`config.mk`:
```
export PLATFORM = sky130hd
export DESIGN_NAME = mem_stage_ctrl
export DESIGN_NICKNAME = d
export VERILOG_FILES = /design/src/rtl/mem_stage_ctrl.sv
export SDC_FILE = /design/constraint.sdc
export NUM_CORES = 2
export LEC_CHECK = 0
export BUFFER_PORTS_ARGS = -buffer_cell sky130_fd_sc_hd__buf_2
export CORE_UTILIZATION = 45
export DETAILED_ROUTE_END_ITERATION = 12
export PLACE_DENSITY = 0.73
export REMOVE_ABC_BUFFERS = 1
export SKIP_LAST_GASP = 1
export SLEW_MARGIN = 15
export SYNTH_ARGS = -nofsm -noshare
export SYNTH_HDL_FRONTEND = slang
export SYNTH_SLANG_ARGS = --single-unit
```
`constraint.sdc`:
```
create_clock -name clk -period 58.8 [get_ports clk]
set_clock_uncertainty 0.15 [all_clocks]
set_input_delay 2.94 -clock clk [delete_from_list [all_inputs] [get_ports clk]]
set_output_delay 2.94 -clock clk [all_outputs]
set_load 0.02 [all_outputs]
```
`src/rtl/mem_stage_ctrl.sv`:
```
// mem_stage_ctrl: pipeline memory stage with a multi-cycle data array and a freeze (ready) handshake.
// Optional build macro MEM_RANGE_CHECK_EN: flags and suppresses accesses outside the mapped window
// through addr_err; without it word indices wrap modulo DEPTH.
module mem_stage_ctrl #(
    parameter int          DEPTH       = 64,
    parameter int          WAIT_CYCLES = 3,
    parameter logic [31:0] BASE_ADDR   = 32'd1024
) (
    input  logic        clk,
    input  logic        rst,
    input  logic        wb_en_in,
    input  logic        mem_r_en_in,
    input  logic        mem_w_en_in,
    input  logic [31:0] alu_res_in,
    input  logic [31:0] st_val_in,
    input  logic [3:0]  dest_in,
    output logic        wb_en,
    output logic        mem_r_en,
    output logic [31:0] alu_res,
    output logic [3:0]  dest,
    output logic [31:0] mem_rdata,
`ifdef MEM_RANGE_CHECK_EN
    output logic        addr_err,
`endif
    output logic        ready
);
    localparam int AW = DEPTH > 1 ? $clog2(DEPTH) : 1;
    localparam int CW = WAIT_CYCLES > 1 ? $clog2(WAIT_CYCLES) : 1;
    localparam logic [CW-1:0] LAST = CW'(WAIT_CYCLES > 0 ? WAIT_CYCLES - 1 : 0);

    typedef enum logic [1:0] {IDLE, WAIT, DONE} state_t;

    state_t        state_q, state_d;
    logic [CW-1:0] cnt_q, cnt_d;
    logic [31:0]   rdata_q, rdata_d;
    logic [31:0]   mem_q [DEPTH];
    logic [AW-1:0] idx;
    logic          req, commit, blocked, we;

    assign wb_en    = wb_en_in;
    assign mem_r_en = mem_r_en_in;
    assign alu_res  = alu_res_in;
    assign dest     = dest_in;

    assign req = mem_r_en_in | mem_w_en_in;
    assign idx = AW'((alu_res_in - BASE_ADDR) >> 2);
`ifdef MEM_RANGE_CHECK_EN
    assign blocked = (alu_res_in < BASE_ADDR) || (((alu_res_in - BASE_ADDR) >> 2) >= 32'(DEPTH));
`else
    assign blocked = 1'b0;
`endif

    // The access takes effect on the edge that enters DONE; with no wait states that edge leaves IDLE.
    assign commit = (state_q == WAIT && cnt_q == LAST) || (WAIT_CYCLES == 0 && state_q == IDLE && req);
    assign we     = commit && mem_w_en_in && !blocked;

    assign ready     = state_q == DONE || (state_q == IDLE && !req);
    assign mem_rdata = rdata_q;

    // Next-state logic; the read register is only loaded on commit so it reads 0 outside DONE.
    always_comb begin
        state_d = state_q;
        cnt_d   = cnt_q;
        unique case (state_q)
            IDLE: begin
                if (req) begin
                    state_d = WAIT_CYCLES == 0 ? DONE : WAIT;
                    cnt_d   = '0;
                end
            end
            WAIT: begin
                cnt_d   = cnt_q + 1'b1;
                state_d = cnt_q == LAST ? DONE : WAIT;
            end
            DONE:    state_d = IDLE;
            default: state_d = IDLE;
        endcase
        rdata_d = (commit && mem_r_en_in && !mem_w_en_in && !blocked) ? mem_q[idx] : '0;
    end

    // State, wait counter and captured load data.
    always_ff @(posedge clk or posedge rst) begin
        if (rst) begin
            state_q <= IDLE;
            cnt_q   <= '0;
            rdata_q <= '0;
        end else begin
            state_q <= state_d;
            cnt_q   <= cnt_d;
            rdata_q <= rdata_d;
        end
    end

    // Data array; a reset during WAIT drops any store that has not committed yet.
    always_ff @(posedge clk or posedge rst) begin
        if (rst) begin
            for (int i = 0; i < DEPTH; i++) mem_q[i] <= '0;
        end else if (we) begin
            mem_q[idx] <= st_val_in;
        end
    end

`ifdef MEM_RANGE_CHECK_EN
    logic err_q;

    // Range error is raised for exactly the DONE cycle of a blocked access.
    always_ff @(posedge clk or posedge rst) begin
        if (rst) err_q <= 1'b0;
        else     err_q <= commit && blocked;
    end

    assign addr_err = err_q;
`endif
endmodule
```
# Word level (Yosys, flattened, before mapping)
# Cells that the tools add are included.
[totals]
register_bits = 2084
input_bits = 73
out_inout_bits = 71
[op_classes]
add_sub_neg = 2
n_lt_le_gt_ge = 2
n_eq_ne = 4
n_mux = 12
bitwise_logic = 2
reduce_logical = 12
[ops]
columns = ["op", "n"]
rows = [
  ["2048-bit bitwise mux", 1],
  ["32-bit binary-select mux with 6-bit select", 1],
  ["32-bit demux with 6-bit select", 1],
  ["32-bit 2-to-1 mux", 4],
  ["2-bit case mux with 2 select lines", 2],
  ["8-bit by 1-bit subtractor with 8-bit output (second input constant)", 1],
  ["7-bit greater-or-equal comparator (second input constant)", 1],
  ["7-bit by 1-bit < comparator with 1-bit output (second input constant)", 1],
  ["6-bit NOT with 7-bit output", 1],
  ["1-bit logical AND", 6],
  ["2-bit 2-to-1 mux", 3],
  ["2-bit equality test (second input constant)", 2],
  ["2-bit by 1-bit adder with 2-bit output (second input constant)", 1],
  ["2-bit by 1-bit equality test with 1-bit output (second input constant)", 1],
  ["1-bit logical NOT", 2],
  ["2-bit logical NOT", 1],
  ["2-bit != test (second input constant)", 1],
  ["2-bit AND reduction", 1],
  ["2-bit nonzero test", 1],
  ["1-bit logical OR", 1],
  ["1-bit bitwise OR", 1],
]

# Longest topological paths before layout
[logic_depth]
ltp_word = 7
depth_mapped = 10

# Worst setup path after synthesis
# No wires, ideal clock.
[synth_timing]
path_kind = "input -> output"
from = "in mem_w_en_in"
to = "out ready"
t_arrival_ns = 3.345
path_slack_ns = 52.365
path_stages = 3
path_buffers = 0
cell_sequence = "nor2_1 -> nor2_1 -> nor2_1"
[synth_via]
elab_chain_len = 4
[synth_lines]
columns = ["element", "line", "rtl"]
rows = [
  ["from (decl)", "13", "input logic mem_w_en_in,"],
  ["1-bit bitwise OR", "45", "assign req = mem_r_en_in | mem_w_en_in;"],
  ["1-bit logical NOT", "57", "assign ready = state_q == DONE || (state_q == IDLE && !req);"],
  ["1-bit logical AND", "57", ""],
  ["1-bit logical OR", "57", ""],
  ["to (decl)", "25", "output logic ready"],
]
# No other way between the ends.

# Worst setup path in the final report
[layout_timing]
from = "in alu_res_in[3]"
to = "reg mem_q[1046] (netlist bit)"
[layout_via]
elab_chain_len = 7
word_cells_on_any_way = 8
[layout_lines]
columns = ["element", "line", "rtl"]
rows = [
  ["from (decl)", "14", "input logic [31:0] alu_res_in,"],
  ["8-bit by 1-bit subtractor with 8-bit output (*)", "46", "assign idx = AW'((alu_res_in - BASE_ADDR) >> 2);"],
  ["6-bit NOT with 7-bit output (implied by the code) (*)", "99", "mem_q[idx] <= st_val_in;"],
  ["7-bit greater-or-equal comparator (implied by the code) / 7-bit by 1-bit < comparator with 1-bit output (equally long branches)", "99", ""],
  ["1-bit logical AND (implied by the code)", "99", ""],
  ["32-bit 2-to-1 mux (implied by the code)", "99", ""],
  ["32-bit demux with 6-bit select (*)", "99", ""],
  ["2048-bit bitwise mux (*)", "99", ""],
  ["to (signal, indexed assignment)", "99", ""],
  ["to (decl)", "36", "logic [31:0] mem_q [DEPTH];"],
]
# Every way passes the cells marked *; elsewhere a longest branch is shown, timed or not.
# A chain may end at the register's enable or synchronous reset.

==> qor.log <==
qor: floorplanning.design.portCount 144
qor: timing.final_period_minus_worst_setup_slack 7161 ps
qor: pwr.power_density 30.70 nW/µm²
qor: floorplanning.floorplan.core_area 210200 µm²
qor: floorplanning.die_h 462.4 µm
qor: timing.finalMaxSlewViolations 0
qor: clock_tree.cts_tree yes
qor: critical_path.setup.reg_to_reg.worst_slack 54780 ps
qor: grt.grt_pass1_vias 60680
qor: detailed_routing.drt_iter0_markers 5420
qor: yosys.synthAdderAreaFrac 0.01312%
qor: timing.max_freq 139.6 MHz
qor: timing.measured_slew_at_the_worst_slew_check_pin 1376 ps
qor: outcome.run_status finished, final reports clean
qor: critical_path.end_kind flop
qor: finish.layout.core_utilization 49.51%
qor: clock_tree.depth_of_the_cts_h_tree 4
qor: critical_path.r2r_start state_q[1]
qor: floorplanning.floorplan.die_area 213800 µm²
qor: grt.grt_util_met1 33.44%
qor: grt.antenna_found_initial 16
qor: timing.unrepaired_setup_endpoints_after_global_routing no
qor: yosys.synth-simple-area-share 4.856%
qor: yosys.post_synth_num_cell_types 58
qor: yosys.netlist.top_cell.by_area dfrtp_1
qor: timing.totalNegativeSetupSlack 0 ps
qor: clock_tree.cts.repair.resized 0
qor: worst_hold_path.hold-path-endpoint mem_q[646]
qor: placement.place_hpwl 146100 µm
qor: critical_path.max_stage_delay 820 ps
qor: timing.setup_violations 0
qor: critical_path.timing.critical_path.arrival 7730 ps
qor: critical_path.r2r.worst_path.cells 6
qor: yosys.synth-warning-count 0
qor: placement.global_placer_s_final_weighted_congestion 0.8510
qor: clock_tree.buffer_cell_driving_the_clock_tree_root clkbuf_16
qor: worst_hold_path.critical_hold_path_startpoint mem_q[646]
qor: grt.grt_first_pass_wirelength 397700 µm
qor: yosys.yosysMostFrequentCell dfrtp_1
qor: yosys.muxShareOfSynthArea 31.32%
qor: yosys.synth_enable_flop_cells 0
qor: detailed_routing.post_drt_wl_per_cell 28.54 µm
qor: grt.grt_overflow_total 0
qor: grt.grt_use_met3 4.884%
qor: grt.grt_start_max_net_pins 186
qor: clock_tree.clock_buffer_depth 3
qor: yosys.asyncSetResetFlopFracSynth 100.0%
qor: detailed_routing.drt.antenna.violating_nets 0
qor: yosys.synth-compound-area-share 5.123%
qor: critical_path.critPathMostFrequentCell buf_4
qor: yosys.synth.top_cell.area_share 54.67%
qor: yosys.synth.area.top_cells dfrtp_1 55%, mux2_2 23%, mux4_2 6.6%
qor: yosys.synth_top_family_by_area multiplexers
qor: run.drv.max_cap_violation_count 0
qor: worst_hold_path.min_delay_path_depth 1
qor: yosys.post_synth_instance_area 95390 µm²
qor: critical_path.sort_of_element_at_the_start_of_the_critical_path primary input
qor: grt.globalRoute.busiestLayer met2
qor: finish.area_growth_from_synthesis_to_layout 9.095%
qor: critical_path.worst_path_max_delay_cell and3_2
qor: floorplanning.floorplan.initialDensity 45.38%
qor: placement.detailedPlace.worstSlack 50830 ps
qor: timing.post-route-worst-setup-slack 51640 ps
qor: worst_hold_path.hp-class flop to flop
qor: detailed_routing.drc 0
qor: clock_tree.later_pin_clock_latency_in_the_skew_report 850 ps
qor: yosys.seq_area_frac_synth 54.67%
qor: yosys.postSynth.topFlopCell dfrtp_1
qor: pwr.vdd.ir_drop.worst 0.00003293 V
qor: placement.place_area 97570 µm²
qor: floorplanning.num_rows 168
qor: timing.max_slew_margin 7.528%
qor: placement.placement.io_buffers 81
qor: pwr.finalPower 3.194 mW
qor: pwr.cellLeakagePower 48.99 nW
qor: detailed_routing.via_per_inst 6.271
qor: detailed_routing.dr.pass1.iters 6
qor: yosys.ys_top_cells_by_count 2084 x dfrtp_1, 1950 x mux2_2, 353 x clkbuf_1
qor: yosys.fraction_of_synthesized_cell_area_in_xor_and_xnor_cells 0%
qor: critical_path.path_cells buf_8 -> buf_4 -> buf_12 -> and3_2 -> buf_4 -> nand2_2 -> nor2_4 -> buf_4 -> mux2_2
qor: clock_tree.cts_buffers 199
qor: critical_path.critical_path_class primary input to flop
qor: finish.num-nets-final 6323
qor: finish.share_of_layout_cells_above_drive_strength_1 45.19%
qor: yosys.post_synth_inst_count 6549
qor: finish.final_area 104100 µm²
qor: yosys.postSynthRegisterBits 2084
qor: clock_tree.cts.repair_timing.setup_buffer_count 0
qor: yosys.syn-mean-instance-area 14.57 µm²
qor: timing.layout_worst_path_cycle_share 12.18%
qor: critical_path.r2r_end mem_q[1737]
qor: critical_path.critPathBufInv 5
qor: critical_path.worst_ep_required_time 59370 ps
qor: clock_tree.cts.hold.buffers_added 0
qor: grt.globalRouteTotalUtil 24.52%
qor: detailed_routing.postRouteWirelength 263100 µm
qor: detailed_routing.detailroute.via_count 57800
qor: critical_path.timing.critical_path.max_delay_family buffers and inverters
qor: clock_tree.clock_sink_total 2084
qor: floorplanning.die-width 462.4 µm
qor: timing.finalHoldViolations 0
qor: grt.grt_met2_usage 38.79%
qor: critical_path.worst-path-max-fanout 149
qor: clock_tree.path_clk_slew 60 ps
-- state kept, by name (all words and copies together), names as in the netlist --
name,count
mem_rdata,32
state_q,2
mem_q,2048
cnt_q,2
-- worst register-to-register path, delay by kind of cell (launching register included) --
kind                   cells  cell delay [ps]
flip-flops                 1              420
AND/OR/NAND/NOR            4             2380
multiplexers               1              410
buffers and inverters      1              540
-- metrics by stage --
step	std cells	hold WS, ps
finish	9217	331.1
floorplan	5793	300.5
global route	9215	348.7
CTS	9214	334.9
detailed placement	8853	319.1
global placement	8853	312.1
-- worst max-delay path by stage --
stage / from / slack (ps) / end / cells past startpoint
after floorplan: rst / -3160 / cnt_q[0] / 1
after global placement: alu_res_in[2] / 50780 / mem_rdata[25] / 10
after detailed placement: alu_res_in[2] / 50830 / mem_rdata[25] / 10
after CTS: alu_res_in[2] / 51720 / mem_rdata[25] / 10
after global routing: alu_res_in[2] / 51500 / mem_rdata[25] / 10
final: alu_res_in[3] / 51640 / mem_q[1046] / 9
-- power by group --
| group | switching (mW) | internal (mW) | leakage [nW] |
|---|---|---|---|
| combinational | 0.160 | 0.145 | 16.9 |
| sequential | 0.0595 | 1.55 | 28.9 |
| clock | 0.557 | 0.720 | 3.19 |
-- cell usage in the layout, fill, tap and decap left out, types with 4 or more instances in the layout --
| cell | n |
|---|---|
| nor2b_1 | 57 |
| and4b_1 | 109 |
| clkbuf_16 | 207 |
| mux2_1 | 106 |
| nor4_2 | 19 |
| o21ai_0 | 70 |
| buf_12 | 6 |
| mux4_2 | 278 |
| o22ai_1 | 6 |
| mux2i_1 | 46 |
| o22a_1 | 10 |
| o221ai_1 | 4 |
| nor4bb_1 | 108 |
| clkinv_2 | 29 |
| a31oi_1 | 59 |
| nor2_4 | 59 |
| a22oi_1 | 203 |
| nor2_1 | 9 |
| nand3b_1 | 7 |
| nand2_2 | 4 |
| nor4_4 | 4 |
| a22o_1 | 29 |
| clkbuf_1 | 63 |
| a21oi_1 | 42 |
| and2_1 | 4 |
| o211ai_1 | 30 |
| buf_4 | 167 |
| nand2_1 | 119 |
| nand2b_1 | 58 |
| a221oi_1 | 192 |
| nand3_1 | 6 |
| nor4_1 | 58 |
| buf_2 | 77 |
| mux2_2 | 1950 |
| o21a_1 | 4 |
| a211oi_1 | 4 |
| dfrtp_1 | 2084 |
| clkbuf_8 | 49 |
| inv_6 | 7 |
-- kinds of logic (layout without fill, tap and decap cells) --
kind of cell,count (synthesis),in the layout
muxes,2380,2380
adders and majority gates,1,1
buffers and inverters,761,621
DFF,2084,2084
other,0,3
and+or+nand+nor,664,664
AOI/OAI and AO/OA,659,659
-- metal layers --
layer	vias up	share of wire, %
met3	497	7.4
met5	-	0.0042
li1	23810	-
met4	2	3.7
met1	31390	42
met2	2106	47
-- layout make-up --
| cell class | count | area (µm²) |
|---|---|---|
| antenna | 3 | 7.507 |
| clock buffer | 319 | 6091 |
| clock inverter | 42 | 354.1 |
| fill | 17530 | 106100 |
| inverter | 5 | 31.28 |
| multi-input combinational | 3704 | 40090 |
| sequential | 2084 | 52150 |
| tap | 2805 | 3510 |
| timing repair buffer | 255 | 1827 |
(Power assumes the default switching activity.)
